### src/rtl/hex_counter_ctrl.sv
// Debounced two-button hex counter sequencer with conflict lock.
// Define HEX_CTRL_AUTOREPEAT_EN to build the hold-to-auto-repeat path.
module hex_counter_ctrl #(
  parameter int DB_CYCLES   = 250000,
  parameter int HOLD_CYCLES = 25000000,
  parameter int RATE_CYCLES = 5000000
) (
  input  logic       clk,
  input  logic       rst,
  input  logic       btn_inc,
  input  logic       btn_dec,
  output logic [3:0] count,
  output logic       step,
  output logic       wrap,
  output logic       locked
);

  localparam int DW = $clog2(DB_CYCLES + 1);
  localparam logic [DW-1:0] DB_LAST = DW'(DB_CYCLES - 1);

`ifdef HEX_CTRL_AUTOREPEAT_EN
  localparam int TMR_MAX = (HOLD_CYCLES > RATE_CYCLES) ? HOLD_CYCLES : RATE_CYCLES;
  localparam int TW = $clog2(TMR_MAX + 1);
  localparam logic [TW-1:0] HOLD_LAST = TW'(HOLD_CYCLES - 1);
  localparam logic [TW-1:0] RATE_LAST = TW'(RATE_CYCLES - 1);
`endif

  typedef enum logic [1:0] {
    S_IDLE,
    S_HELD,
`ifdef HEX_CTRL_AUTOREPEAT_EN
    S_REPEAT,
`endif
    S_LOCK
  } state_t;

  // Bit 0 = increment button, bit 1 = decrement button.
  logic [1:0] btn_raw;
  logic [1:0] db_level;

  assign btn_raw = {btn_dec, btn_inc};

  genvar gi;
  generate
    for (gi = 0; gi < 2; gi++) begin : g_btn
      logic          meta_reg;
      logic          sync_reg;
      logic          level_reg;
      logic [DW-1:0] cnt_reg;

      // Level flips only after DB_CYCLES consecutive disagreeing cycles.
      always_ff @(posedge clk or negedge rst) begin
        if (!rst) begin
          meta_reg  <= 1'b0;
          sync_reg  <= 1'b0;
          level_reg <= 1'b0;
          cnt_reg   <= '0;
        end else begin
          meta_reg <= btn_raw[gi];
          sync_reg <= meta_reg;
          if (sync_reg != level_reg) begin
            if (cnt_reg == DB_LAST) begin
              level_reg <= sync_reg;
              cnt_reg   <= '0;
            end else begin
              cnt_reg <= cnt_reg + DW'(1);
            end
          end else begin
            cnt_reg <= '0;
          end
        end
      end

      assign db_level[gi] = level_reg;
    end
  endgenerate

  state_t     state_reg, state_next;
  logic       dir_reg, dir_next;
  logic [3:0] count_reg, count_next;
  logic       step_reg, step_next;
  logic       wrap_reg, wrap_next;
  logic       do_step;
`ifdef HEX_CTRL_AUTOREPEAT_EN
  logic [TW-1:0] timer_reg, timer_next;
`endif

  always_ff @(posedge clk or negedge rst) begin
    if (!rst) begin
      state_reg <= S_IDLE;
      dir_reg   <= 1'b0;
      count_reg <= 4'h0;
      step_reg  <= 1'b0;
      wrap_reg  <= 1'b0;
`ifdef HEX_CTRL_AUTOREPEAT_EN
      timer_reg <= '0;
`endif
    end else begin
      state_reg <= state_next;
      dir_reg   <= dir_next;
      count_reg <= count_next;
      step_reg  <= step_next;
      wrap_reg  <= wrap_next;
`ifdef HEX_CTRL_AUTOREPEAT_EN
      timer_reg <= timer_next;
`endif
    end
  end

  always_comb begin
    state_next = state_reg;
    dir_next   = dir_reg;
    count_next = count_reg;
    step_next  = 1'b0;
    wrap_next  = 1'b0;
    do_step    = 1'b0;
`ifdef HEX_CTRL_AUTOREPEAT_EN
    timer_next = timer_reg;
`endif
    case (state_reg)
      // IDLE is only entered with both levels low or the held one released,
      // so any high level seen here is a fresh press.
      S_IDLE: begin
        if (db_level == 2'b11) begin
          state_next = S_LOCK;
        end else if (db_level != 2'b00) begin
          do_step    = 1'b1;
          dir_next   = db_level[1];
          state_next = S_HELD;
`ifdef HEX_CTRL_AUTOREPEAT_EN
          timer_next = '0;
`endif
        end
      end
      S_HELD: begin
        if (!db_level[dir_reg]) begin
          state_next = S_IDLE;
        end else if (db_level[~dir_reg]) begin
          state_next = S_LOCK;
        end
`ifdef HEX_CTRL_AUTOREPEAT_EN
        else if (timer_reg == HOLD_LAST) begin
          do_step    = 1'b1;
          timer_next = '0;
          state_next = S_REPEAT;
        end else begin
          timer_next = timer_reg + TW'(1);
        end
`endif
      end
`ifdef HEX_CTRL_AUTOREPEAT_EN
      S_REPEAT: begin
        if (!db_level[dir_reg]) begin
          state_next = S_IDLE;
        end else if (db_level[~dir_reg]) begin
          state_next = S_LOCK;
        end else if (timer_reg == RATE_LAST) begin
          do_step    = 1'b1;
          timer_next = '0;
        end else begin
          timer_next = timer_reg + TW'(1);
        end
      end
`endif
      S_LOCK: begin
        if (db_level == 2'b00) begin
          state_next = S_IDLE;
        end
      end
      default: state_next = S_IDLE;
    endcase

    if (do_step) begin
      step_next = 1'b1;
      if (dir_next) begin
        count_next = count_reg - 4'd1;
        wrap_next  = (count_reg == 4'h0);
      end else begin
        count_next = count_reg + 4'd1;
        wrap_next  = (count_reg == 4'hF);
      end
    end
  end

  assign count  = count_reg;
  assign step   = step_reg;
  assign wrap   = wrap_reg;
  assign locked = (state_reg == S_LOCK);

endmodule

### config.mk
export PLATFORM = sky130hd
export DESIGN_NAME = hex_counter_ctrl
export DESIGN_NICKNAME = d
export VERILOG_FILES = /design/src/rtl/hex_counter_ctrl.sv
export SDC_FILE = /design/constraint.sdc
export NUM_CORES = 1
export LEC_CHECK = 0
export CELL_PAD_IN_SITES_DETAIL_PLACEMENT = 1
export CELL_PAD_IN_SITES_GLOBAL_PLACEMENT = 1
export CORE_MARGIN = 2
export CORE_UTILIZATION = 47
export DETAILED_ROUTE_END_ITERATION = 8
export PLACE_DENSITY_LB_ADDON = 0.12
export SLEW_MARGIN = 20
export SYNTH_ARGS = -nofsm -noshare
export SYNTH_HDL_FRONTEND = slang
export SYNTH_SLANG_ARGS = --single-unit
### constraint.sdc
create_clock -name clk -period 2.7 [get_ports clk]
set_input_delay 0.54 -clock clk [delete_from_list [all_inputs] [get_ports clk]]
set_output_delay 0.54 -clock clk [all_outputs]
set_load 0.01 [all_outputs]
==> flow_summary.json <==
{
  "status": "finished, final reports clean",
  "worstPathArrival_ps": 2750,
  "p_total_mw": 1.27,
  "overflow": 0,
  "r2r-end": "count[3]",
  "timing.fmax_mhz": 395,
  "drc": 0,
  "ant_nets": 0,
  "max_stage_delay_ps": 430,
  "clkTransAtPathRegs_ps": 100,
  "fin_crit_ps": 2530,
  "antenna_found_initial": 0,
  "first_iter_violations": 76,
  "slowest_stage": "dfrtp_2",
  "p_leak_nw": 1.14,
  "ff2ff_path_depth": 9,
  "synth_flop_cell": "dfrtp_1",
  "finalCritPeriodShare_pct": 93.7,
  "cts_tree": "yes",
  "fp-row-count": 26,
  "synth-seq-cells": 51,
  "drt_wl_total_um": 4950,
  "cap_viol_max_count": 0,
  "cts-root-buf": "clkbuf_8",
  "portBuffers": 10,
  "startpoint_type": "flip-flop",
  "fin_worst_skew_ps": 10.9,
  "async_reset_ff_share_pct": 100,
  "pre_cts_ws_ps": -3.60,
  "avgSynthCellArea_um2": 10.2,
  "crit_top_cell": "ha_1",
  "drive_gt1_share_pct": 9.85,
  "clock_path_buffers": 2,
  "synth.most_common_cell": "dfrtp_1",
  "grt_start_max_net_pins": 52,
  "yosysSeqAreaShare_pct": 50.8,
  "syn_nets": 258,
  "fin_cells": 334,
  "clock_latency_ps": 310,
  "avgRoutedWirePerCell_um": 14.8,
  "num_vias": 1839,
  "p_clk_share_pct": 34.8,
  "path_cells": "inv_1, ha_1, nor4_4, mux2_4, ha_1, a21oi_1, and3b_1, mux2i_1, xnor2_1",
  "synth_top_area_share_pct": 50.8,
  "area_growth_pct": 12.2,
  "yosys-top-cells-area": "dfrtp_1 (51%), xnor2_1 (6.3%), nor2_1 (4.9%), xor2_1 (3.8%), ha_1 (3.0%)",
  "n_antenna_cell": 0,
  "cts_buffers": 5,
  "finalSetupViolCount": 0,
  "nFillCells": 593,
  "die_w_um": 77.1,
  "synthCells": 247,
  "synth_cell_types": 39,
  "ios": 11,
  "path_max_fanout": 7,
  "switchingPower_mw": 0.304,
  "grt_pass1_wl_um": 8930,
  "routed-wl-met3_um": 133,
  "seq_power_share_pct": 61.5,
  "pwr-share-comb_pct": 3.7,
  "drt-met1-wl_um": 2340,
  "largest_reg_flops": 36,
  "postCtsHoldBufs": 0,
  "wl_met2_um": 2410,
  "fin_tns_setup_ps": 0,
  "core-area_mm2": 0.00514,
  "synth_edf_count": 0,
  "max_slew_margin_pct": 57.4,
  "endpoint_kind": "flip-flop",
  "required_ps": 2920,
  "internal_power_mw": 0.970,
  "yosys_warnings": 0,
  "initial_core_util_pct": 48.8,
  "reg2reg_from": "g_btn[1].level_reg",
  "maxSlewViolCount": 0,
  "track_usage_pct": 18.9,
  "syn_area_mm2": 0.00251,
  "r2r_setup_slack_ps": 170,
  "yosys.area.top_type": "dfrtp_1",
  "min_path_type": "in -> async",
  "synth_common_cells": "dfrtp_1 (51), nor2_1 (33), nand2_1 (20), xnor2_1 (18), nand3_1 (13)",
  "swShare_pct": 23.9,
  "clkSinkCount": 51,
  "finish.net_count": 274,
  "routed.top_layer": "met4",
  "hpwl_um": 3510,
  "vias_per_cell": 5.51,
  "die-area_mm2": 0.00594,
  "tightestPinTransition_ps": 639,
  "firstDrtPassIters": 4,
  "p_per_area_mw_per_mm2": 453,
  "place_inst": 325,
  "vdd_drop_max_mv": 0.221,
  "grt_pass1_vias": 1905,
  "hold_viol": 0,
  "crit_type": "reg -> reg",
  "gp_congestion": 0.720,
  "setup_slack_ps": 171,
  "rsz0062_at_grt": "no",
  "htreeDepth": 2,
  "dieHeight_um": 77.1
}
repair_timing:
item | CTS | global route
endpoints found under the setup margin | 1 | 1
buffers inserted | 0 | 1
resized for setup | 2 | 3
pin swaps | 0 | 0
cell families (layout without fill, tap and decap cells):
family | after synthesis | in the layout | synth area share (%)
simple gates | 116 | 116 | 24.3
flops | 51 | 51 | 50.8
xor+xnor | 29 | 29 | 10.1
compound gates | 25 | 25 | 6.88
buf+inv | 15 | 32 | 2.34
fa+ha+maj | 7 | 7 | 3.79
mux | 4 | 4 | 1.74
critical path, delay by kind of cell, from the launching register on:
kind | cells | cell delay, ps
and+or+nand+nor | 2 | 500
DFF | 1 | 430
buffers and inverters | 1 | 80
muxes | 2 | 450
adders and majority gates | 2 | 570
AOI/OAI and AO/OA | 1 | 200
xor gates and xnor gates | 1 | 190
routing by layer:
layer / GRT usage [%] / vias to the layer above
met2: 31.7 / 20
met5: 0 / -
met1: 24.8 / 910
met4: 6.43 / 0
li1: - / 901
met3: 3.53 / 8
worst max path at each step:
stage          slack, ps        to                from  depth (start not counted)
2_1_floorplan        350  count[3]  g_btn[0].level_reg                          9
3_3_place_gp         260  count[3]  g_btn[0].level_reg                          9
3_5_place_dp          -4  count[3]  g_btn[0].level_reg                          9
4_1_cts               20  count[3]  g_btn[0].level_reg                          9
5_1_grt                7  count[3]  g_btn[0].level_reg                          9
6_report             170  count[3]  g_btn[1].level_reg                          9
final cells by class:
type / instances / area [um2] / share of cell area (%)
Inverter: 9 / 33.8 / 1.20
Clock inverter: 3 / 20.0 / 0.711
Clock buffer: 5 / 68.8 / 2.44
Sequential cell: 51 / 1280 / 45.4
Timing Repair Buffer: 15 / 133 / 4.71
Multi-Input combinational cell: 181 / 1190 / 42.4
Tap cell: 70 / 87.6 / 3.11
cells in the final DEF, fill, tap and decap left out, types with 2 or more instances in the layout:
| cell | count |
|---|---|
| a21oi_1 | 12 |
| buf_4 | 5 |
| clkbuf_8 | 5 |
| clkdlybuf4s50_1 | 9 |
| clkinvlp_4 | 2 |
| dfrtp_1 | 49 |
| dfrtp_2 | 2 |
| ha_1 | 6 |
| inv_1 | 9 |
| mux2_2 | 2 |
| nand2_1 | 20 |
| nand2b_1 | 2 |
| nand3_1 | 13 |
| nand3b_1 | 2 |
| nand4_1 | 7 |
| nor2_1 | 33 |
| nor3_1 | 6 |
| nor4_1 | 10 |
| o21ai_0 | 6 |
| o31ai_1 | 4 |
| or3_1 | 2 |
| or4_1 | 6 |
| or4b_1 | 2 |
| xnor2_1 | 18 |
| xor2_1 | 11 |
power by group through the flow:
stage	Combinational (mW)	Sequential [mW]	Clock (mW)
CTS	0.0497	0.783	0.465
detailed placement	0.0496	0.798	0
finish	0.0472	0.783	0.444
global route	0.0561	0.785	0.491
floorplan	0.0212	0.796	0
global placement	0.0469	0.797	0
stage by stage:
step	hold WS [ps]	utilization [%]	area, um2
floorplan	244	-	2510
global placement	333	52.5	2700
detailed placement	344	52.5	2700
CTS	357	54.3	2790
global route	371	54.8	2820
finish	319	54.8	2820
Power figures use the tool's default switching activity.
